[src/rtl/dac_pkg.sv]
// Shared definitions for the DAC command sequencer: FSM encoding, frame layout
// and the helper that packs a queued sample into a serializer frame.
package dac_pkg;

  localparam int SAMPLE_W = 16;
  localparam int FRAME_W  = 28;
  localparam int CMD_LSB  = 20;
  localparam int ADDR_LSB = 16;
  localparam int CODE_LSB = 4;
  localparam int PACE_W   = 16;
  localparam int TIMEOUT_CYCLES = 4;
  localparam logic [3:0] DEFAULT_CMD = 4'b0011;

  typedef enum logic [2:0] {
    IDLE       = 3'd0,
    LAUNCH     = 3'd1,
    WAIT_START = 3'd2,
    WAIT_DONE  = 3'd3,
    GAP        = 3'd4
  } state_t;

  // Sample is {addr[3:0], code[11:0]}; unused frame bits stay zero.
  function automatic logic [FRAME_W-1:0] make_frame(input logic [3:0] cmd,
                                                    input logic [SAMPLE_W-1:0] sample);
    logic [FRAME_W-1:0] frame;
    frame = '0;
    frame[CMD_LSB  +: 4]  = cmd;
    frame[ADDR_LSB +: 4]  = sample[15:12];
    frame[CODE_LSB +: 12] = sample[11:0];
    return frame;
  endfunction

endpackage

[src/rtl/sample_fifo.sv]
// Show-ahead sample FIFO with wrapping pointers and an occupancy count.
// Pushes while full are dropped; pops while empty are ignored.
module sample_fifo #(
  parameter int WIDTH = 16,
  parameter int DEPTH = 4
) (
  input  logic             clk,
  input  logic             rst_n,
  input  logic             push,
  input  logic [WIDTH-1:0] push_data,
  input  logic             pop,
  output logic [WIDTH-1:0] head,
  output logic             full,
  output logic             empty
);

  localparam int PW = $clog2(DEPTH);
  localparam int CW = PW + 1;

  logic [WIDTH-1:0] mem [DEPTH];
  logic [PW-1:0]    wr_ptr;
  logic [PW-1:0]    rd_ptr;
  logic [CW-1:0]    count;
  logic             do_push;
  logic             do_pop;

  assign do_push = push && !full;
  assign do_pop  = pop && !empty;
  assign full    = (count == CW'(DEPTH));
  assign empty   = (count == '0);
  assign head    = mem[rd_ptr];

  always_ff @(posedge clk or negedge rst_n) begin
    if (!rst_n) begin
      wr_ptr <= '0;
      rd_ptr <= '0;
      count  <= '0;
    end else begin
      if (do_push) wr_ptr <= wr_ptr + PW'(1);
      if (do_pop)  rd_ptr <= rd_ptr + PW'(1);
      // Push and pop together leave the occupancy unchanged.
      case ({do_push, do_pop})
        2'b10:   count <= count + CW'(1);
        2'b01:   count <= count - CW'(1);
        default: count <= count;
      endcase
    end
  end

  always_ff @(posedge clk) begin
    if (do_push) mem[wr_ptr] <= push_data;
  end

endmodule

[src/rtl/dac_cmd_sequencer.sv]
// Queues DAC samples and launches them, paced, as 28-bit frames to an SPI serializer.
// Handshake: go_DAC pulses one cycle with DAC_in valid; the serializer answers by raising trans, then dropping it when done.
module dac_cmd_sequencer
  import dac_pkg::*;
#(
  parameter logic [3:0] CMD   = DEFAULT_CMD,
  parameter int         DIV   = 50,
  parameter int         DEPTH = 4
) (
  input  logic                clk,
  input  logic                reset_Async,
  input  logic                wr_en,
  input  logic [SAMPLE_W-1:0] wr_data,
  output logic                full,
  input  logic                trans,
  output logic                go_DAC,
  output logic [FRAME_W-1:0]  DAC_in,
  output logic                busy,
  output logic                err,
  output state_t              state
);

  state_t              next_state;
  logic [SAMPLE_W-1:0] fifo_head;
  logic                fifo_empty;
  logic [PACE_W-1:0]   pace_cnt;
  logic [2:0]          tmo_cnt;
  logic                pop;
  logic                launch;
  logic                timeout;

  sample_fifo #(
    .WIDTH (SAMPLE_W),
    .DEPTH (DEPTH)
  ) u_fifo (
    .clk       (clk),
    .rst_n     (reset_Async),
    .push      (wr_en),
    .push_data (wr_data),
    .pop       (pop),
    .head      (fifo_head),
    .full      (full),
    .empty     (fifo_empty)
  );

  always_ff @(posedge clk or negedge reset_Async) begin
    if (!reset_Async) state <= IDLE;
    else              state <= next_state;
  end

  always_comb begin
    next_state = state;
    case (state)
      IDLE:       if (!fifo_empty && pace_cnt == '0) next_state = LAUNCH;
      LAUNCH:     next_state = WAIT_START;
      WAIT_START: begin
        if (trans)                                     next_state = WAIT_DONE;
        else if (tmo_cnt == 3'(TIMEOUT_CYCLES - 1))    next_state = IDLE;
      end
      WAIT_DONE:  if (!trans) next_state = GAP;
      GAP:        next_state = IDLE;
      default:    next_state = IDLE;
    endcase
  end

  always_comb begin
    pop     = 1'b0;
    launch  = 1'b0;
    timeout = 1'b0;
    case (state)
      IDLE:       pop     = (next_state == LAUNCH);
      LAUNCH:     launch  = 1'b1;
      WAIT_START: timeout = !trans && (tmo_cnt == 3'(TIMEOUT_CYCLES - 1));
      default:    ;
    endcase
  end

  // go_DAC is registered off the pop so it is high exactly while in LAUNCH.
  always_ff @(posedge clk or negedge reset_Async) begin
    if (!reset_Async) begin
      go_DAC   <= 1'b0;
      DAC_in   <= '0;
      pace_cnt <= '0;
      tmo_cnt  <= '0;
      err      <= 1'b0;
    end else begin
      go_DAC <= pop;
      if (pop) DAC_in <= make_frame(CMD, fifo_head);
      if (launch)              pace_cnt <= PACE_W'(DIV - 1);
      else if (pace_cnt != '0) pace_cnt <= pace_cnt - PACE_W'(1);
      tmo_cnt <= (state == WAIT_START) ? tmo_cnt + 3'd1 : 3'd0;
      if (timeout) err <= 1'b1;
    end
  end

  assign busy = (state != IDLE);

endmodule

[config.mk]
export PLATFORM = sky130hd
export DESIGN_NAME = dac_cmd_sequencer
export DESIGN_NICKNAME = d
export VERILOG_FILES = /design/src/rtl/dac_pkg.sv /design/src/rtl/sample_fifo.sv /design/src/rtl/dac_cmd_sequencer.sv
export SDC_FILE = /design/constraint.sdc
export NUM_CORES = 1
export LEC_CHECK = 0
export CAP_MARGIN = 20
export CORE_ASPECT_RATIO = 1.2
export CORE_MARGIN = 5
export CORE_UTILIZATION = 45
export CTS_CLUSTER_DIAMETER = 60
export DETAILED_ROUTE_END_ITERATION = 10
export HOLD_SLACK_MARGIN = 0.06
export PLACE_DENSITY = 0.7
export SLEW_MARGIN = 0
export SYNTH_ARGS = -nofsm -noshare
export SYNTH_HDL_FRONTEND = slang
export SYNTH_HIERARCHICAL = 1
export SYNTH_SLANG_ARGS = --single-unit
[constraint.sdc]
create_clock -name clk -period 6.81 [get_ports clk]
set_input_delay 0.681 -clock clk [delete_from_list [all_inputs] [get_ports clk]]
set_output_delay 0.681 -clock clk [all_outputs]
set_load 0.005 [all_outputs]
Yosys cells after proc, flatten, opt, wreduce, memory -nomap -nowiden

Memories as Yosys holds them, arrays and structs flattened. A register that Yosys moved wholly into a read port is not among the register bits.
Index checks and enable logic that the tools add are counted.
Widths: inputs -> output; s select.

Add/sub/neg operators: 6
Equality and inequality tests: 8
Mux-type cells: 14
Reductions and logical operators: 15

Operators with widths:

| cell                  | number |
|---|---|
| $mux 16               | 2 |
| $logic_not 16->1      | 1 |
| $reduce_bool 16->1    | 1 |
| $sub 16x1->16 const B | 1 |
| $mux 3                | 5 |
| $pmux 3 s4            | 1 |
| $eq 3x2->1 const B    | 3 |
| $add 3x1->3 const B   | 2 |
| $eq 3x1->1 const B    | 2 |
| $logic_not 3->1       | 2 |
| $pmux 3 s2            | 1 |
| $mux 1                | 5 |
| $add 2x1->2 const B   | 2 |
| $logic_and 1x1->1     | 4 |
| $logic_not 1->1       | 4 |
| $reduce_bool 2->1     | 2 |
| $eq 3x3->1 const B    | 1 |
| $reduce_bool 3->1     | 1 |
| $sub 3x1->3 const B   | 1 |
| $eq 2x1->1 const B    | 1 |
| $eq 2x2->1 const B    | 1 |

Flip-flop bits (word level): 48
RAM bits: 64
Input bits: 20
Output and inout port bits: 35
Word-level logic and storage cells: 53
Memories: 1

Memory list:

| name       | depth | bits a word | read ports | clocked after memory_dff | write ports | line              | text |
|---|---|---|---|---|---|---|---|
| u_fifo.mem | 4     | 16          | 1          | 1                        | 1           | sample_fifo.sv:20 | `logic [WIDTH-1:0] mem [DEPTH];` |

Depth between registers and ports, before layout

Gate-level depths: netlist (run 1).

Word-level depth: 10
Mapped depth: 15
Mapped depth without buffers: 13

Cells and area by module

Netlist (run 1), hierarchy kept.

By module, submodules not included:

| module            | times used | cells an instance | area an instance (sq um) | seq. area each (sq um) |
|---|---|---|---|---|
| sample_fifo       | 1          | 121               | 2775.2                   | 2097.0 |
| dac_cmd_sequencer | 1          | 170               | 2009.4                   | 1026.0 |

Worst setup path after synthesis (run 1)

No wires, ideal clock.

Kind: register to register
Start point: register pace_cnt[0]
End point: register u_fifo.count[2]
Library setup time: 79 ps
Arrival: 2856 ps
Data required time: 6731 ps
Setup slack: 3875 ps
Stages on the path, launching flop included: 16
Path buffers: 2
Clock period less this slack: 2935 ps
Cells stage by stage: dfrtp_1 > inv_1 > ha_1 > nor3b_1 > nand4_2 > or3_1 > buf_6 > buf_12 > inv_1 > o31a_1 > ha_1 > inv_1 > fa_1 > xor2_1 > nor2_1 > xor2_1

Word-level cells in the longest chain between the ends: 9
Elaborated cells on any way between the ends: 11
Classes of those cells: eq/ne (3); mux (4); reduce/logical (4)

Ends and longest elaborated chain:

| what                                            | line                    | text |
|---|---|---|
| start: declaration                              | dac_cmd_sequencer.sv:26 | `logic [PACE_W-1:0] pace_cnt;` |
| start signal: assignment                        | dac_cmd_sequencer.sv:89 | `if (launch) pace_cnt <= PACE_W'(DIV - 1);` |
| start signal: assignment                        | dac_cmd_sequencer.sv:90 | `else if (pace_cnt != '0) pace_cnt <= pace_cnt - PACE_W'(1);` |
| $logic_not 16->1 *                              | dac_cmd_sequencer.sv:54 | `IDLE: if (!fifo_empty && pace_cnt == '0) next_state = LAUNCH;` |
| $logic_and 1x1->1 *                             | dac_cmd_sequencer.sv:54 |  |
| $mux 3 *                                        | dac_cmd_sequencer.sv:54 |  |
| $pmux 3 s4 *                                    | dac_cmd_sequencer.sv:53 | `case (state)` |
| $eq 3x1->1 *                                    | dac_cmd_sequencer.sv:71 | `IDLE: pop = (next_state == LAUNCH);` |
| $mux 1 *                                        | dac_cmd_sequencer.sv:70 | `case (state)` |
| via pop                                         | dac_cmd_sequencer.sv:28 | `logic pop;` |
| $logic_and 1x1->1 *                             | sample_fifo.sv:28       | `assign do_pop = pop && !empty;` |
| via u_fifo.do_pop                               | sample_fifo.sv:25       | `logic do_pop;` |
| $eq 2x1->1 or $eq 2x2->1 (tied branches)        | sample_fifo.sv:42       | `case ({do_push, do_pop})` |
| $pmux 3 s2 or $reduce_bool 2->1 (tied branches) | -                       |  |
| end signal: assignment                          | sample_fifo.sv:43       | `2'b10: count <= count + CW'(1);` |
| end signal: assignment                          | sample_fifo.sv:44       | `2'b01: count <= count - CW'(1);` |
| end signal: assignment                          | sample_fifo.sv:45       | `default: count <= count;` |
| end: declaration                                | sample_fifo.sv:23       | `logic [CW-1:0] count;` |

Mark *: on every way through the listed nets, which the timed path passes. The rest lies on a longest branch.
A chain may end at the register's enable or synchronous reset.

Worst setup path after layout (run 1)

Ends and elaborated chain as after synthesis.

==> key figures, run 1 <==
GRT
  • Vias in the first global route: between 2,000 and 3,000
  • First-pass GRT wire length: about 13 mm
  • Pin count of the biggest net entering global routing: ~50
  • Antenna violations before repair: 0
  • Global Route Usage Sum: 0.130
  • GR Overflow Total: 0

STA
  • Unrepaired setup endpoints after global routing: false
  • Relative slew margins: 0.325
  • Setup TNS Final: 0 ns
  • Skew final: 0.00801 ns
  • Crit share post-route: 0.519
  • Final Slew Violations: 0
  • Final hold vios: 0
  • Final min period: 3.54 ns
  • Peak Freq: roughly 0.28 GHz
  • Slew @ Worst Pin: a little over 1 ns
  • Final setup vio count: 0

Setup path
  • Worst reg2reg endpoint: u_fifo/count[2]
  • Worst r2r src: pace_cnt[0]
  • Critical Path RT: just over 7 ns
  • Flop2flop setup slack: between 3 and 4 ns
  • Crit path max fanout: 19
  • Stages on the worst setup path: 13
  • Critical Path AT: 3.80 ns
  • Setup crit start kind: flop
  • Crit end category: flop
  • Reg2Reg Depth: 13
  • Slowest CP cell: or3_1
  • Setup CP Type: flop to flop
  • CP Buf/Inv Count: 3
  • Crit-path most repeated cell: inv_1
  • Crit-path max cell delay: 0.77 ns
  • Worst-path cell chain: inv_1 > ha_1 > nor3b_1 > nand4_2 > or3_1 > inv_1 > o31a_1 > ha_1 > inv_1 > fa_1 > xor2_1 > nor2_1 > xor2_1
  • Cell family with most CP delay: simple AND/OR/NAND/NOR gates

Synthesis
  • Most used flip-flop cell after synthesis: edfxtp_1
  • Number of flops mapped to enable cells by yosys: 64
  • Synth warn: 6
  • Yosys reg bits: ~110
  • Synth top area cells: edfxtp_1 40%, dfrtp_1 25%, mux4_1 4.4%
  • Syn avg cell area: 16.4 um^2
  • Synth Instances: around 290
  • Post-synth top area share: 0.402
  • Netlist Area Pre-Place: around 4800 um^2
  • Cell taking the most area after synthesis: edfxtp_1
  • Distinct cell type count after synthesis: 51
  • Seq/Total Area, Yosys: 0.653
  • Post-synth ARST share: 0.429

Power and ir drop
  • Cell Pwr Density: 409 nW/um^2
  • LEAKAGE: ~0.0022 uW
  • Max rail drop VDD: 0.257 mV

CTS
  • Worst-path clk slew: roughly 0.080 ns
  • Setup Buffers After CTS: 0
  • Clock Sinks: roughly 110
  • Max clock buf depth: 2
  • Root buffer cell: clkbuf_16
  • Cts bufs inserted: 9
  • CTS H-tree lvls: 3
  • CTS tree: yes
  • Post-CTS Resized: 0
  • Worst-Skew Late Latency: around 0.34 ns
  • Post-CTS Hold Fix Bufs: 0

Floorplanning
  • Starting Density: 0.457
  • Die Width: between 100 and 150 um
  • Ports: 55
  • Die area: around 13,000 um^2
  • Number of placement rows: 41
  • Core box area: approximately 10,000 um^2
  • Die Y: 123 um

Placement
  • RePlAce Congestion: 0.779
  • Port bufs: 44
  • Final HPWL DP: about 5.3 mm

Routing
  • Initial DRC Count: approximately 110
  • Pre-Repair DR Iteration Count: 4
  • Met1 wire length: between 3 and 4 mm
  • Drt wl/cell: 17.1 um
  • ANT nets after route: 0
  • Routed wl met2: 4.30 mm
  • DR top layer: met4
  • DRT Wirelength: 8.07 mm
  • Via count: approximately 2,500
  • Vias per cell: 5.30
  • DRC viols: 0
  • Detail Route met3 WL: approximately 250 um

Run status
  • Status: complete, no violations

Layout
  • Number of diodes: 0
  • Post-layout util: 0.534
  • Layout net count: 367
  • Synth-to-Final Area Change: 16.7%
  • Share of cells above drive strength 1: 0.170

Min path
  • Hold Crit Class: primary input to asynchronous set/reset pin

Job
  • Max-Cap Viols: 0
==> stage by stage <==
step                      setup WS [ns]  instance area (um^2)  std cells  power (uW)  hold slack [ns]
after floorplan                    3.88                  4820        300        1540            0.385
after global placement             3.46                  5250        453        1760            0.419
after detailed placement           3.27                  5250        453        1790            0.430
after CTS                          3.23                  5540        469        2290            0.439
after global routing               3.03                  5590        471        2430            0.180
final                              3.27                  5590        471        2290            0.177
==> report_power, final <==
part	switching, uW	internal [uW]
sequential	172	925
combinational	299	389
clock	237	265
total	708	1580
==> layer usage <==
metal  up-vias  GRT usage
met2        48      0.226
met1      1269      0.162
met4         0     0.0437
met3         7     0.0277
met5         -          0
li1       1174          -
==> Yosys cell counts (3+ instances only) <==
library cell	count
nor3_1	3
mux2_4	7
or2_2	3
a21oi_1	13
mux4_1	8
nand2_1	8
dfrtp_1	48
or4_1	6
o21ai_0	7
nor2_1	10
edfxtp_1	64
ha_1	9
mux4_2	8
mux2_2	10
xnor2_1	4
o31ai_1	5
xor2_1	4
nor4_4	3
or3_1	6
and2_1	4
inv_1	12
clkbuf_1	3
buf_4	11
==> state kept, by name, indices dropped and copies added (netlist names) <==
| name | count |
|---|---|
| u_fifo/wr_ptr | 2 |
| err | 1 |
| pace_cnt | 16 |
| u_fifo/rd_ptr | 2 |
| u_fifo/count | 3 |
| go_DAC | 1 |
| state | 3 |
| tmo_cnt | 3 |
| u_fifo/mem | 64 |
| DAC_in | 17 |
==> worst max path at each step <==
| stage | startpoint | endpoint | slack (ns) |
|---|---|---|---|
| 2_1_floorplan | pace_cnt[0] | u_fifo/count[2] | 3.88 |
| 5_1_grt | pace_cnt[0] | u_fifo/count[2] | 3.03 |
| 3_3_place_gp | pace_cnt[0] | u_fifo/count[2] | 3.46 |
| 6_report | pace_cnt[0] | u_fifo/count[2] | 3.27 |
| 3_5_place_dp | pace_cnt[0] | u_fifo/count[2] | 3.27 |
| 4_1_cts | pace_cnt[0] | u_fifo/count[2] | 3.23 |
==> cell families (layout without fill, tap and decap cells) <==
family	after synthesis	in the layout	synth area share
AOI/OAI and AO/OA	30	30	0.0384
xor gates and xnor gates	8	8	0.0146
adders and majority gates	10	10	0.0277
buffers and inverters	32	74	0.0442
DFF	112	112	0.653
muxes	35	35	0.131
other	1	10	0.000784
and+or+nand+nor	63	63	0.0902
==> layout by cell type, fill, tap and decap left out, types with 9 or more instances in the layout <==
cell type	n
nor2_1	10
clkbuf_16	9
mux2_2	10
ha_1	9
conb_1	10
edfxtp_1	64
inv_1	12
dfrtp_1	48
clkdlybuf4s50_1	43
a21oi_1	13
==> final cells by class <==
type / instances / area (um^2)
timing repair buffer: 46 / 483
tap: 129 / 161
fill: 887 / 4880
clock buffer: 11 / 243
inverter: 12 / 45.0
clock inverter: 5 / 46.3
sequential: 112 / 3120
multi-input combinational: 156 / 1480
Power figures use the tool's default switching activity.
==> run 2, diff against run 1 <==
Clock period 6.81 ns to 3.6 ns, I/O delays scaled along.
==> run 2 against run 1 <==
Compared with the run above: power is 87% higher; sequential cell count unchanged; via count grew 0.36%; register-to-register slack got worse by 2.6 ns; design area decreased by 0.25%; maximum frequency up 21%; sequential power increased by 86%; die area did not move; largest cell class unchanged; largest power group unchanged.
==> key figures, run 2 (same netlist as run 1, synthesis figures left out) <==
Setup path
  • Setup CP Type: flop to flop (unchanged)
  • Worst reg2reg endpoint: u_fifo/count[2] (unchanged)
  • Critical Path End: u_fifo/count[2] (unchanged)
  • Slowest CP cell: dfrtp_1 (was or3_1)
  • Crit-path max cell delay: 0.39 ns (was 0.77 ns)
  • Worst r2r src: pace_cnt[0] (unchanged)
  • Critical Path RT: 3.87 ns (was 7.07 ns)
  • Crit end category: flop (unchanged)
  • Critical path startpoint: pace_cnt[0] (unchanged)
  • Critical Path AT: 3.19 ns (was 3.80 ns)
  • Reg2Reg Depth: 13 (unchanged)
  • Flop2flop setup slack: 0.68 ns (was 3.27 ns)
  • Worst-path cell chain: inv_1 > ha_1 > nor3b_1 > nand4_2 > or3_1 > inv_1 > o31a_1 > ha_1 > inv_1 > fa_1 > xor2_1 > nor2_1 > xor2_1 (unchanged)
  • Setup crit start kind: flop (unchanged)
  • Crit path max fanout: 5 (was 19)
  • Crit-path most repeated cell: inv_1 (unchanged)

CTS
  • Root buffer cell: clkbuf_16 (unchanged)
  • Cts bufs inserted: 9 (unchanged)
  • Post-CTS Resized: 0 (unchanged)
  • Worst-path clk slew: 0.07 ns (was 0.08 ns)
  • Clock Sinks: 112 (unchanged)
  • Max clock buf depth: 2 (unchanged)
  • Worst-Skew Late Latency: 0.34 ns (about the same)
  • Setup Buffers After CTS: 0 (unchanged)
  • CTS H-tree lvls: 3 (unchanged)
  • Post-CTS Hold Fix Bufs: 0 (unchanged)
  • CTS tree: yes (unchanged)

Layout
  • Commonest non-fill, non-tap cells in the layout: 64 x edfxtp_1, 48 x dfrtp_1, 43 x clkdlybuf4s50_1 (unchanged)
  • Synth-to-Final Area Change: 16.4% (was 16.7%)
  • Max reg flops: 64 (unchanged)
  • Most common cell after layout, fill and taps aside: edfxtp_1 (unchanged)
  • Share of cells above drive strength 1: 0.172 (was 0.170)
  • Number of diodes: 0 (unchanged)
  • Layout net count: 368 (was 367)
  • Post-layout util: 0.532 (was 0.534)
  • Largest regs: u_fifo/mem (64), DAC_in (17), pace_cnt (16) (unchanged)
  • Most flops, register: u_fifo/mem (unchanged)

Routing
  • Initial DRC Count: 93 (was 107)
  • DRC viols: 0 (unchanged)
  • DRT Wirelength: 7.96 mm (was 8.07 mm)
  • ANT nets after route: 0 (unchanged)
  • Drt wl/cell: 16.9 um (was 17.1 um)
  • Pre-Repair DR Iteration Count: 4 (unchanged)
  • Vias per cell: 5.31 (was 5.30)
  • Via count: 2,507 (was 2,498)

GRT
  • Antenna violations before repair: 0 (unchanged)
  • Vias in the first global route: 2,591 (was 2,560)
  • First-pass GRT wire length: 13.2 mm (was 13.1 mm)
  • GR Overflow Total: 0 (unchanged)
  • Global Route Usage Sum: 0.133 (was 0.130)
  • Pin count of the biggest net entering global routing: 49 (unchanged)

Run status
  • Status: complete, no violations (unchanged)

Floorplanning
  • Starting Density: 0.457 (unchanged)
  • Die Y: 123 um (unchanged)
  • Ports: 55 (unchanged)
  • Number of placement rows: 41 (unchanged)
  • Die area: 12,800 um^2 (unchanged)
  • Core box area: 10,500 um^2 (unchanged)
  • Die Width: 104 um (unchanged)

Placement
  • RePlAce Congestion: 0.771 (was 0.779)
  • Port bufs: 44 (unchanged)
  • Final HPWL DP: 5.27 mm (was 5.26 mm)

Power and ir drop
  • Flop pwr share: 0.479 (was 0.480)
  • Combinational fraction of design power: 0.304 (was 0.301)
  • LEAKAGE: 0.00217 uW (was 0.00218 uW)
  • Switching power: 1320 uW (was 708 uW)
  • Pint: 2960 uW (was 1580 uW)
  • Max rail drop VDD: 0.344 mV (was 0.257 mV)
  • Cell Pwr Density: 769 nW/um^2 (was 409 nW/um^2)
  • Net Sw Frac: 0.309 (was 0.310)
  • Power share of the clock group: 0.217 (was 0.219)

Job
  • Max-Cap Viols: 0 (unchanged)

STA
  • Final setup vio count: 0 (unchanged)
  • Skew final: 0.00680 ns (was 0.00801 ns)
  • Setup TNS Final: 0 ns (unchanged)
  • Final hold vios: 0 (unchanged)
  • Unrepaired setup endpoints after global routing: false (unchanged)
  • Final hold slack: 0.124 ns (was 0.177 ns)
  • Relative slew margins: 0.396 (was 0.325)
  • Final min period: 2.92 ns (was 3.54 ns)
  • Crit share post-route: 0.810 (was 0.519)
  • Slew @ Worst Pin: 0.907 ns (was 1.01 ns)
  • Peak Freq: 0.343 GHz (was 0.283 GHz)
  • Final Slew Violations: 0 (unchanged)

Min path
  • Hold Crit Class: primary input to asynchronous set/reset pin (unchanged)
-- run 2: cell types whose count changed in the layout (fill, tap and decap cells not counted) --
cell        delta
clkbuf_8       -1
clkbuf_1       -1
inv_8          +1
clkinv_1       +1
buf_12         -1
buf_4          +2
clkinv_2       +1
clkinvlp_4     +2
clkinv_4       -2
inv_6          -1
-- run 2: worst min-delay path by stage --
stage | start | endpoint | slack [ns] | depth (start not counted)
after floorplan | reset_Async | DAC_in[10] | 0.06 | 0
after global placement | tmo_cnt[0] | tmo_cnt[0] | 0.42 | 1
after detailed placement | tmo_cnt[0] | tmo_cnt[0] | 0.43 | 1
after CTS | reset_Async | state[1] | 0.14 | 2
after global routing | reset_Async | DAC_in[5] | 0.18 | 2
final | reset_Async | tmo_cnt[2] | 0.12 | 2
-- run 2: cell type report --
| type | instances | area [um^2] |
|---|---|---|
| timing repair buffer | 47 | 478 |
| multi-input combinational | 156 | 1480 |
| clock buffer | 9 | 225 |
| clock inverter | 7 | 55.1 |
| sequential | 112 | 3120 |
| fill | 895 | 4890 |
| inverter | 12 | 45.0 |
| tap | 129 | 161 |
-- run 2: metrics by stage --
step                      instances  power [uW]  cell area [um^2]  setup WS [ns]
after global placement          455        3320              5260          0.809
after detailed placement        455        3380              5260          0.676
after floorplan                 300        2920              4820          0.665
final                           472        4290              5570          0.682
after global routing            472        4570              5570          0.415
after CTS                       471        4320              5540          0.652
-- run 2: metal layers --
metal | part of all wire | GRT usage
met5 | 0 | 0
met4 | 0.019 | 0.0583
met3 | 0.040 | 0.0319
met2 | 0.51 | 0.223
met1 | 0.43 | 0.165
-- run 2: worst max-delay path: cells and delay by family (launching register included) --
kind	cells	cell delay [ns]
DFF	1	0.39
buffers and inverters	3	0.27
adders and majority gates	3	0.74
and+or+nand+nor	4	0.96
AOI/OAI and AO/OA	1	0.19
xor gates and xnor gates	2	0.29
-- run 2: power by group through the flow --
| stage | sequential, uW | combinational [uW] | clock (uW) |
|---|---|---|---|
| 2_1_floorplan | 1970 | 947 | 0 |
| 3_3_place_gp | 2100 | 1220 | 0 |
| 3_5_place_dp | 2120 | 1260 | 0 |
| 4_1_cts | 2100 | 1260 | 960 |
| 5_1_grt | 2110 | 1450 | 1010 |
| 6_report | 2050 | 1300 | 931 |
